File: config.mk
export PLATFORM = sky130hd
export DESIGN_NAME = fetch_unit
export DESIGN_NICKNAME = d
export VERILOG_FILES = /design/src/rtl/fetch_unit.sv
export SDC_FILE = /design/constraint.sdc
export NUM_CORES = 1
export LEC_CHECK = 0
export ABC_AREA = 1
export ABC_CLOCK_PERIOD_IN_PS = 4900
export CAP_MARGIN = 20
export CORE_MARGIN = 8
export CORE_UTILIZATION = 53
export CTS_CLUSTER_DIAMETER = 30
export CTS_CLUSTER_SIZE = 16
export DETAILED_ROUTE_END_ITERATION = 16
export GPL_ROUTABILITY_DRIVEN = 0
export HOLD_SLACK_MARGIN = 0.05
export PLACE_DENSITY = 0.81
export SLEW_MARGIN = 20
export SYNTH_ARGS = -nofsm -noshare
export SYNTH_HDL_FRONTEND = slang
export SYNTH_SLANG_ARGS = --single-unit
File: constraint.sdc
create_clock -name clk -period 4.9 [get_ports clk]
set_input_delay 0.49 -clock clk [delete_from_list [all_inputs] [get_ports clk]]
set_output_delay 0.49 -clock clk [all_outputs]
set_load 0.02 [all_outputs]
File: src/rtl/fetch_unit.sv
// Instruction-fetch stage: owns the PC, issues in-order requests to a variable-latency
// instruction memory, buffers returned words and drops wrong-path responses after redirects.
module fetch_unit #(
    parameter logic [31:0] RESET_PC = 32'h0000_0000,
    parameter int unsigned DEPTH    = 2,
    parameter logic [31:0] NOP      = 32'h0000_0013
) (
    input  logic        clk,
    input  logic        rst,
    input  logic        StallF,
    input  logic        PCSrcE,
    input  logic [31:0] PCTargetE,
    output logic        imem_req_valid,
    input  logic        imem_req_ready,
    output logic [31:0] imem_req_addr,
    input  logic        imem_rsp_valid,
    input  logic [31:0] imem_rsp_data,
    output logic [31:0] instruction,
    output logic [31:0] PCF,
    output logic [31:0] PCPlus4F,
    output logic        FetchValid
);
    localparam int unsigned AW = $clog2(DEPTH);
    localparam int unsigned CW = $clog2(DEPTH + 1);
    localparam logic [CW:0] DepthW = (CW + 1)'(DEPTH);

    logic [31:0]   pc_req_q, pc_req_d;
    logic [31:0]   pc_rsp_q, pc_rsp_d;
    logic [CW-1:0] outstanding_q, outstanding_d;
    logic [CW-1:0] discard_q, discard_d;
    logic [CW-1:0] count_q, count_d;
    logic [AW-1:0] rd_ptr_q, rd_ptr_d;
    logic [AW-1:0] wr_ptr_q, wr_ptr_d;
    logic [31:0]   buf_pc_q   [DEPTH];
    logic [31:0]   buf_word_q [DEPTH];

    logic          empty, rsp_ok, req_fire, push, pop;
    logic [CW:0]   credit_used;
    logic          unused_tgt_bits;

    assign unused_tgt_bits = ^PCTargetE[1:0];

    assign empty       = (count_q == '0);
    // A response with nothing outstanding is a protocol violation and is ignored.
    assign rsp_ok      = imem_rsp_valid && (outstanding_q != '0);
    assign credit_used = {1'b0, outstanding_q} + {1'b0, count_q};

    assign imem_req_valid = !rst && !PCSrcE && (credit_used < DepthW);
    assign imem_req_addr  = pc_req_q;
    assign req_fire       = imem_req_valid && imem_req_ready;

    always_comb begin
        pc_req_d      = pc_req_q;
        pc_rsp_d      = pc_rsp_q;
        outstanding_d = outstanding_q;
        discard_d     = discard_q;
        count_d       = count_q;
        rd_ptr_d      = rd_ptr_q;
        wr_ptr_d      = wr_ptr_q;
        push          = 1'b0;
        pop           = 1'b0;

        if (PCSrcE) begin
            // Everything still in flight after this cycle belongs to the wrong path.
            pc_req_d      = {PCTargetE[31:2], 2'b00};
            pc_rsp_d      = {PCTargetE[31:2], 2'b00};
            outstanding_d = outstanding_q - CW'(rsp_ok);
            discard_d     = outstanding_q - CW'(rsp_ok);
            count_d       = '0;
            rd_ptr_d      = '0;
            wr_ptr_d      = '0;
        end else begin
            if (req_fire) begin
                pc_req_d = pc_req_q + 32'd4;
            end
            outstanding_d = outstanding_q + CW'(req_fire) - CW'(rsp_ok);
            if (rsp_ok) begin
                if (discard_q != '0) begin
                    discard_d = discard_q - CW'(1);
                end else begin
                    push = 1'b1;
                end
            end
            pop = !StallF && !empty;
            if (push) begin
                wr_ptr_d = wr_ptr_q + AW'(1);
                pc_rsp_d = pc_rsp_q + 32'd4;
            end
            if (pop) begin
                rd_ptr_d = rd_ptr_q + AW'(1);
            end
            count_d = count_q + CW'(push) - CW'(pop);
        end
    end

    always_ff @(posedge clk or posedge rst) begin
        if (rst) begin
            pc_req_q      <= RESET_PC;
            pc_rsp_q      <= RESET_PC;
            outstanding_q <= '0;
            discard_q     <= '0;
            count_q       <= '0;
            rd_ptr_q      <= '0;
            wr_ptr_q      <= '0;
        end else begin
            pc_req_q      <= pc_req_d;
            pc_rsp_q      <= pc_rsp_d;
            outstanding_q <= outstanding_d;
            discard_q     <= discard_d;
            count_q       <= count_d;
            rd_ptr_q      <= rd_ptr_d;
            wr_ptr_q      <= wr_ptr_d;
        end
    end

    always_ff @(posedge clk) begin
        if (push) begin
            buf_pc_q[wr_ptr_q]   <= pc_rsp_q;
            buf_word_q[wr_ptr_q] <= imem_rsp_data;
        end
    end

    always_comb begin
        instruction = NOP;
        PCF         = pc_rsp_q;
        FetchValid  = 1'b0;
        if (!empty) begin
            instruction = buf_word_q[rd_ptr_q];
            PCF         = buf_pc_q[rd_ptr_q];
            FetchValid  = 1'b1;
        end
        PCPlus4F = PCF + 32'd4;
    end

endmodule

==> flow_metrics.tcl <==
set metrics [dict create \
    hold_start "pc_rsp_q[31]" \
    grt_max_degree 69 \
    p_leak_nw 5.69 \
    arrival_ns 3.61 \
    hpwl_um 22700 \
    initial_core_util_pct 53.9 \
    synthCells 1380 \
    slew_viol_final 0 \
    io_buffers 191 \
    synth-main-ff-cell "edfxtp_1" \
    synth_top_area_cell "edfxtp_1" \
    fin_crit_ns 4.10 \
    fp-row-count 52 \
    wirelength_um 31400 \
    synth_seq_area_share_pct 49.9 \
    cts_setup_buffers 0 \
    cts-resized-gates 0 \
    synth_area_per_cell_um2 7.88 \
    required_ns 4.41 \
    ys.warnings.count 0 \
    die_y_um 159 \
    synth-edff-count 124 \
    drt_first_pass_iters 5 \
    rsz0062_at_grt "false" \
    finClkSkew_ns 0.0163 \
    path_cells "inv_2 -> buf_4 -> nand2_1 -> nand2_1 -> nand2_1 -> nand2_1 -> nand2_1 -> nor2_1 -> nand2_1 -> nor2_2 -> nand3_1 -> nand2_1 -> clkdlybuf4s50_1" \
    worst_slew_pin_slew_ns 0.925 \
    power_mw 7.16 \
    numCtsBuffers 17 \
    grt_pass1_wl_um 50500 \
    vdd_drop_max_mv 0.373 \
    ys_ff_latch 192 \
    r2r_start "count_q[0]" \
    htree_num_levels 4 \
    dp.cells 1809 \
    clock_sinks 192 \
    clock_path_buffers 2 \
    holdWs_ns 0.546 \
    worstPathBufferInverterCount 3 \
    hp-class "reg -> reg" \
    cp_slowest_cell "dfrtp_2" \
    worst_setup_path_start_kind "flop" \
    crit_fanout 33 \
    avgRoutedWirePerCell_um 17.1 \
    stdcell_count 1841 \
    path_common_cell "nand2_1" \
    hold_buffers 0 \
    drive_gt1_share_pct 5.79 \
    postRouteAntennaNets 0 \
    worst_slack_ns 0.802 \
    areaGrowthSynthToFinish_pct 24.2 \
    synth.distinct_cells 41 \
    die-area_mm2 0.0253 \
    finalSetupViolCount 0 \
    die_x_um 159 \
    timing.setup.tns_ns 0 \
    insertion_delay_ns 0.45 \
    synthArstFlopShare_pct 35.4 \
    drv_cap 0 \
    fmax_ghz 0.244 \
    cpLargestDelayFamily "buffers and inverters" \
    vias_per_cell 5.48 \
    synth_top_area_share_pct 34.3 \
    cts_tree "built" \
    overflow 0 \
    coreArea_mm2 0.0202 \
    clock-root-buffer "clkbuf_16" \
    grt_pass1_vias 9689 \
    crit_type "reg -> out" \
    critPathCaptureType "output port" \
    syn_area_mm2 0.0109 \
    grt_usage_pct 24.5 \
    power_density_mw_per_mm2 530 \
    io_pins 200 \
    status "finished clean" \
    pre_cts_slack_ns 1.27 \
    finalCritPeriodShare_pct 83.6 \
    drc_errors 0 \
    num_vias 10100 \
    drt-initial-drc-count 1008 \
    fin_nets 1638 \
    finalHoldViolations 0 \
    clkTransAtPathRegs_ns 0.07 \
    max_stage_delay_ns 0.68 \
    critPathLaunch "rd_ptr_q" \
    antenna_found_initial 0 \
    diodes 0 \
    slew_headroom_pct 38.3 \
    synth.top_cells.by_area "edfxtp_1 (34%), nand2_1 (19%), dfrtp_1 (16%), nand3_1 (4.2%), nor2_1 (4.1%)" \
]
[cell type report]
class | instances | area, µm²
Inverter | 119 | 449
Fill cell | 1671 | 6670
Multi-Input combinational cell | 1027 | 4730
Timing Repair Buffer | 201 | 1990
Tap cell | 270 | 338
Sequential cell | 192 | 5430
Clock buffer | 17 | 425
Clock inverter | 15 | 143
[per-layer routing]
metal / GRT usage [%] / vias to the layer above / wire length [µm]
met5: 0 / - / 0
met2: 38.1 / 532 / 14400
met1: 33.1 / 4658 / 13200
met4: 7.38 / 0 / 628
met3: 6.10 / 60 / 3200
li1: - / 4846 / -
[final timing paths]
| kind | endpoint | slack (ns) | depth (start not counted) |
|---|---|---|---|
| max in group asynchronous | rd_ptr_q | 3.57 | 3 |
| hold reg to reg | buf_pc_q[1][31] | 0.55 | 0 |
| min in group asynchronous | imem_req_addr[20] | 0.65 | 3 |
| hold / removal | buf_pc_q[1][31] | 0.55 | 0 |
| setup reg to reg | imem_req_addr[4] | 2.04 | 11 |
| setup / recovery | PCPlus4F[27] | 0.80 | 13 |
[through the flow]
| step | util (%) | area, µm² |
|---|---|---|
| 2_1_floorplan | - | 10900 |
| 3_3_place_gp | 64.1 | 12900 |
| 3_5_place_dp | 64.1 | 12900 |
| 4_1_cts | 66.9 | 13500 |
| 5_1_grt | 66.9 | 13500 |
| 6_report | 66.9 | 13500 |
[layout by cell type, fill, tap and decap left out, types with 2 or more instances in the layout]
cell type        count
o311ai_0             2
a31oi_1              2
nor2_1             116
nor3_1              15
nand3_1             91
o21ai_1              3
inv_1              112
dfrtp_1             67
nor2_4               4
inv_2                5
ha_1                 9
inv_8                4
nand2_1            555
nand2_2             20
xnor2_1              4
a21oi_1             45
o21bai_1             5
edfxtp_1           124
nand4_1             25
xor2_1              30
a22oi_1              2
or2_2                2
nor2_2              15
inv_6                3
conb_1               6
o221ai_1             6
clkinv_4             4
buf_4               10
o21ai_0             36
nor4_1               5
clkinvlp_4           2
o211ai_1            22
clkbuf_16           17
nand3b_1             2
clkdlybuf4s50_1    191
[worst register-to-register path, delay by kind of cell, from the launching register on]
| kind | cells | cell delay, ns |
|---|---|---|
| compound gates | 1 | 0.12 |
| fa+ha+maj | 1 | 0.43 |
| buf+inv | 3 | 0.50 |
| flops | 1 | 0.41 |
| simple gates | 6 | 1.23 |
[synth_stat cells, types with 2 or more instances]
cell type  number
a21oi_1        45
a22oi_1         2
a31oi_1         2
buf_1           6
buf_2          12
buf_4          12
buf_6           6
clkbuf_1       10
dfrtp_1        68
edfxtp_1      124
ha_1            9
inv_1         113
inv_2           4
nand2_1       555
nand2_2        20
nand3_1        91
nand3b_1        2
nand4_1        25
nor2_1        118
nor2_2         15
nor2_4          2
nor3_1         15
nor4_1          5
o211ai_1       22
o21ai_0        36
o21ai_1         3
o21bai_1        5
o221ai_1        6
o311ai_0        2
or2_2           2
xnor2_1         4
xor2_1         30
[sequential cells by signal (all words and copies together), names as in the netlist]
signal,count
buf_pc_q,60
buf_word_q,64
count_q,2
discard_q,2
imem_req_addr,30
outstanding_q,2
pc_rsp_q,30
rd_ptr_q,1
wr_ptr_q,1
[power breakdown]
group          switching [mW]  total [mW]  internal [mW]
logic                    2.27        3.62           1.34
registers               0.248        2.20           1.95
clock network           0.674        1.35          0.674
[kinds of logic (layout without fill, tap and decap cells)]
group,after synthesis,after routing,share of synthesized area [%]
buf+inv,166,352,6.83
compound gates,124,124,6.70
flops,192,192,49.9
simple gates,853,853,32.6
other cells,1,6,0.0345
fa+ha+maj,10,10,1.22
xor+xnor,34,34,2.74
Power figures use the tool's default switching activity.
==> patch 1: new RTL, config.mk and constraints unchanged <==
Change the parameter `DEPTH` from 2 to 4.
--- a/src/rtl/fetch_unit.sv
+++ b/src/rtl/fetch_unit.sv
@@ -3,5 +3,5 @@
 module fetch_unit #(
     parameter logic [31:0] RESET_PC = 32'h0000_0000,
-    parameter int unsigned DEPTH    = 2,
+    parameter int unsigned DEPTH    = 4,
     parameter logic [31:0] NOP      = 32'h0000_0013
 ) (
Behaviour: not the same (Yosys sat finds a counterexample within 4 cycles, from zero or initial values and one cycle with rst high).
==> patch 1 against the original RTL <==
Die area grew 46%. Design area grew 55%. Via count grew 39%. Setup slack lost 0.44 ns. Power grew 74%. Final cell count grew 38%. Sequential cell count grew 129. Synthesized area grew 52%. Hold slack lost 0.023 ns. Clock power grew to 3.2 times the old value. Routed wire length grew 47%. Combinational power grew 30%. Largest cell class unchanged. Largest power group unchanged.
==> patch 1: results (changes against the original RTL) <==
* XOR/XNOR Fraction of Synth Area at 0.0143 (-0.0131)
* Synth cell count leaders: nand2_1 (498), nor2_1 (252), edfxtp_1 (248)
* Worst r2r src: outstanding_q[2]
* DP Cell Count at 2,421 (+34%)
* Number of synthesized flops with an enable pin at 248 (+100%)
* WL/cell at 18.2 um (+6.4%)
* Post-synthesis sequential area ratio at 0.562 (+0.0625)
* Worst Path Max Fanout at 90 (+170%)
* Synth Area per Inst at 8.75 sq um (+11%)
* Routed vias/inst at 5.53 (+0.83%)
* Layout cells sized above 1 at 0.0976 (+0.0397)
* CP peak stage delay at 0.83 ns (+0.15 ns)
* PD cells at 598 nW/um^2 (+13%)
* Synth Area in Adders at 0.0153 (+0.00310)
* Synth area leaders: edfxtp_1 (45%), nand2_1 (11%), dfrtp_1 (11%)
* Final layout net count at 2,177 (+33%)
* Compound-gate portion of the synthesized area at 0.0725 (+0.00552)
* Run status: complete, no violations
* Depth of the CTS H-tree at 2 (-2)
* All-Layer GR Usage at 0.247 (+0.00263)
* Number of fill cells at 2,188 (+31%)
* Initial DRC count at 1,442 (+43%)
* First-pass GRT wire length at 72,700 um (+44%)
* Worst Tran Pin Value at 0.972 ns (+0.0466 ns)
* Hold Path Class: in -> reg
* DPL Wire Length at 29,700 um (+31%)
* Hold path startpoint: PCTargetE[21]
* Inserted Clock Buffers at 61 (+44)
* Largest registers: buf_word_q (128), buf_pc_q (120)
* Slowest-stage cell, CP: buf_4
* Clock latency on the worst-skew pair at 0.58 ns (+0.13 ns)
* DRT Wirelength at 46,100 um (+47%)
* Number of global-route vias before repair at 13,900 (+44%)
* Clk buf depth at 3 (+1)
* Internal power at 7.74 mW (+95%)
* Pre-antenna DRT Iters at 6 (+1)
* Skew final at 0.0212 ns (+0.00491 ns)
* Leakage power at 8.68 nW (+53%)
* Hold depth at 3 (+3)
* FF-to-FF path depth at 13 (+2)
* Hold EP: pc_rsp_q[21]
* Reg-to-reg slack, setup at 1.71 ns (-0.33 ns)
* Peak VDD IR at 0.000441 V (+18%)
* R2R Path End: outstanding_q[2]
* Largest net degree at the start of global routing at 91 (+32%)
* Synth cell types at 45 (+9.8%)
==> patch 1: area by class of cell <==
cell class,count,share of cell area
Sequential cell,321,0.444
Tap cell,396,0.0237
Clock inverter,48,0.0290
Timing Repair Buffer,209,0.101
Inverter,232,0.0419
Multi-Input combinational cell,1263,0.286
Clock buffer,68,0.0748
==> patch 1: how the worst max path moves through the flow <==
stage / start / endpoint / slack [ns] / cells after the start
after floorplan: rst / outstanding_q[2] / 0.41 / 13
after global placement: rd_ptr_q[0] / PCPlus4F[31] / 1.02 / 14
after detailed placement: rd_ptr_q[0] / PCPlus4F[31] / 1.01 / 14
after CTS: rd_ptr_q[0] / PCPlus4F[31] / 0.37 / 14
after global routing: rd_ptr_q[0] / PCPlus4F[31] / 0.08 / 14
final: rd_ptr_q[0] / PCPlus4F[31] / 0.37 / 14
==> patch 1: routing by layer <==
metal	routed length, um	track usage	vias to the layer above
met5	0	0	-
met4	1270	0.0917	0
met1	18100	0.322	6544
li1	-	-	6606
met3	4480	0.0464	96
met2	22300	0.408	783
==> patch 1: tightest hold or removal path: stages <==
cell             delay (ns)
clkdlybuf4s50_1        0.40
nand2_1                0.11
nand2_1                0.06
==> patch 1: cells by family (layout without fill, tap and decap cells) <==
| logic type | after synthesis | in the layout |
|---|---|---|
| other | 1 | 6 |
| AND/OR/NAND/NOR | 996 | 996 |
| AO/OA/AOI/OAI | 215 | 215 |
| buffers and inverters | 308 | 557 |
| flip-flops | 321 | 321 |
| XOR/XNOR | 27 | 27 |
| adder cells (fa/ha/maj) | 19 | 19 |
==> patch 1: power by group through the flow <==
stage               sequential, mW  clock (mW)  combinational, mW
floorplan                     3.45           0               2.83
global placement              3.50           0               4.62
detailed placement            3.51           0               4.69
CTS                           3.47        4.32               4.73
global route                  3.50        4.46               5.11
finish                        3.48        4.29               4.72
==> patch 1: through the flow <==
stage	hold WS (ns)	instance area (sq um)	setup WS (ns)
final	0.523	20900	0.366
after floorplan	0.476	16500	0.408
after global placement	0.485	18700	1.02
after CTS	0.503	20900	0.374
after detailed placement	0.498	18700	1.01
after global routing	0.522	20900	0.0773
==> patch 2: new RTL, config.mk and constraints unchanged <==
Made on the original files. Add an input register stage for `PCTargetE`, cleared by the reset; this delays it by one clock. The other inputs are not delayed to match.
--- a/src/rtl/fetch_unit.sv
+++ b/src/rtl/fetch_unit.sv
@@ -25,4 +25,14 @@
     localparam logic [CW:0] DepthW = (CW + 1)'(DEPTH);
 
+    logic [31:0] PCTargetE_q;
+
+    always_ff @(posedge clk or posedge rst) begin
+        if (rst) begin
+            PCTargetE_q <= '0;
+        end else begin
+            PCTargetE_q <= PCTargetE;
+        end
+    end
+
     logic [31:0]   pc_req_q, pc_req_d;
     logic [31:0]   pc_rsp_q, pc_rsp_d;
@@ -39,5 +49,5 @@
     logic          unused_tgt_bits;
 
-    assign unused_tgt_bits = ^PCTargetE[1:0];
+    assign unused_tgt_bits = ^PCTargetE_q[1:0];
 
     assign empty       = (count_q == '0);
@@ -63,6 +73,6 @@
         if (PCSrcE) begin
             // Everything still in flight after this cycle belongs to the wrong path.
-            pc_req_d      = {PCTargetE[31:2], 2'b00};
-            pc_rsp_d      = {PCTargetE[31:2], 2'b00};
+            pc_req_d      = {PCTargetE_q[31:2], 2'b00};
+            pc_rsp_d      = {PCTargetE_q[31:2], 2'b00};
             outstanding_d = outstanding_q - CW'(rsp_ok);
             discard_d     = outstanding_q - CW'(rsp_ok);
Formal check against the unedited RTL: not equivalent (a bounded check fails within 4 cycles, from zero or initial values and one cycle with rst high).
==> patch 2 against the original RTL <==
Register-to-register slack got worse by 0.04 ns. Die area rose by 5.8%. Power increased by 31%. Setup slack lost 0.35 ns. Largest power group unchanged. Routed wire length up 3.1%. Critical path depth did not move. Design area is 10% higher. Combinational power is 20% higher. Sequential cell count grew 30. Hold slack got worse by 0.24 ns. Synthesized area up 6.4%. Clock skew up 0.0043 ns.
==> patch 2: results (changes against the original RTL) <==
* Run status: complete, no violations
* First-pass GRT wire length at 51,300 um (+1.6%)
* Pre-antenna DRT Iters at 8 (+3)
* Inserted Clock Buffers at 37 (+20)
* Number of fill cells at 1,616 (-3.3%)
* Clk buf depth at 3 (+1)
* Via count at 10,200 (+1.3%)
* Worst Path Max Fanout at 40 (+21%)
* Leakage power at 6.23 nW (+9.5%)
* DPL Wire Length at 23,200 um (+2.4%)
* Critical Path AT at 3.96 ns (+0.35 ns)
* Depth of the CTS H-tree at 2 (-2)
* Worst r2r src: outstanding_q[0]
* Clock Pin Slew Worst Setup and Hold Paths at 0.05 ns (-0.02 ns)
* Hold Path Class: in -> async
* Layout cells sized above 1 at 0.0873 (+0.0294)
* All-Layer GR Usage at 0.240 (-0.00447)
* Reg-to-reg slack, setup at 2.00 ns (-0.04 ns)
* Synth cell types at 42 (+2.4%)
* Initial DRC count at 885 (-12%)
* Synth cell count leaders: nand2_1 (536), edfxtp_1 (124), nor2_1 (118)
* Hold_ws at 0.304 ns (-0.243 ns)
* Synth area leaders: edfxtp_1 (32%), dfrtp_1 (21%), nand2_1 (17%)
* Final layout net count at 1,656 (+1.1%)
* Skew final at 0.0206 ns (+0.00429 ns)
* Post-synthesis sequential area ratio at 0.534 (+0.0348)
* Ys async rst share at 0.441 (+0.0873)
* Peak VDD IR at 0.000335 V (-10%)
* Largest net degree at the start of global routing at 76 (+10%)
* Clock latency on the worst-skew pair at 0.51 ns (+0.06 ns)
## patch 2: cell count changes after synthesis, sizes merged, moves of 6 or more
cell and change:
dfrtp +30, inv -15, xor2 +9, nand2 -6
## patch 2: metrics by stage
stage                     instances  power [mW]  worst slack, ns  instance area (sq um)
after global routing           1884        9.91            0.178                  14900
after CTS                      1884        9.43            0.455                  14900
final                          1884        9.40            0.455                  14900
after global placement         1817        6.74             1.06                  13600
after detailed placement       1817        6.83             1.02                  13600
after floorplan                1385        5.09            0.655                  11600
## patch 2: power by group
part | internal, mW | switching [mW]
Sequential | 2.24 | 0.276
Clock | 1.69 | 0.868
Combinational | 1.61 | 2.72
## patch 2: metal layers
| metal | up-vias | global-route usage | routed length [um] |
|---|---|---|---|
| met5 | - | 0 | 0 |
| met4 | 0 | 0.0814 | 891 |
| met3 | 74 | 0.0692 | 3710 |
| met2 | 571 | 0.382 | 14700 |
| met1 | 4698 | 0.311 | 13200 |
| li1 | 4882 | - | - |
## patch 2: critical path, stage by stage (launching register included)
cell and delay (ns):
dfrtp_2 0.66, inv_2 0.45, buf_4 0.51, nand2_1 0.13, nand2_1 0.09, nand2_1 0.06, nand2_2 0.15, nand2_1 0.11
inv_1 0.09, nand2_1 0.05, nor2_1 0.19, nand2_1 0.10, xor2_1 0.17, clkdlybuf4s50_1 0.63
## patch 2: layout make-up
cell class | count | share of cell area
timing repair buffer | 199 | 0.132
sequential | 222 | 0.415
tap | 280 | 0.0235
clock buffer | 46 | 0.0687
clock inverter | 21 | 0.0158
inverter | 105 | 0.0268
multi-input combinational | 1011 | 0.318
## patch 2: worst max-delay path by stage
stage,startpoint,end,slack (ns),depth (start not counted)
floorplan,rst,outstanding_q[1],0.66,11
global placement,rd_ptr_q,PCPlus4F[17],1.06,13
detailed placement,rd_ptr_q,PCPlus4F[17],1.02,13
CTS,rd_ptr_q,PCPlus4F[17],0.46,13
global route,rd_ptr_q,PCPlus4F[17],0.18,13
finish,rd_ptr_q,PCPlus4F[17],0.45,13
## patch 2: kinds of logic after synthesis
family                     after synthesis  share of synthesized area
AOI/OAI and AO/OA                      109                     0.0543
xor gates and xnor gates                48                     0.0363
adders and majority gates               10                     0.0115
buffers and inverters                  152                     0.0599
DFF                                    222                      0.534
other                                    1                   0.000324
and+or+nand+nor                        838                      0.304
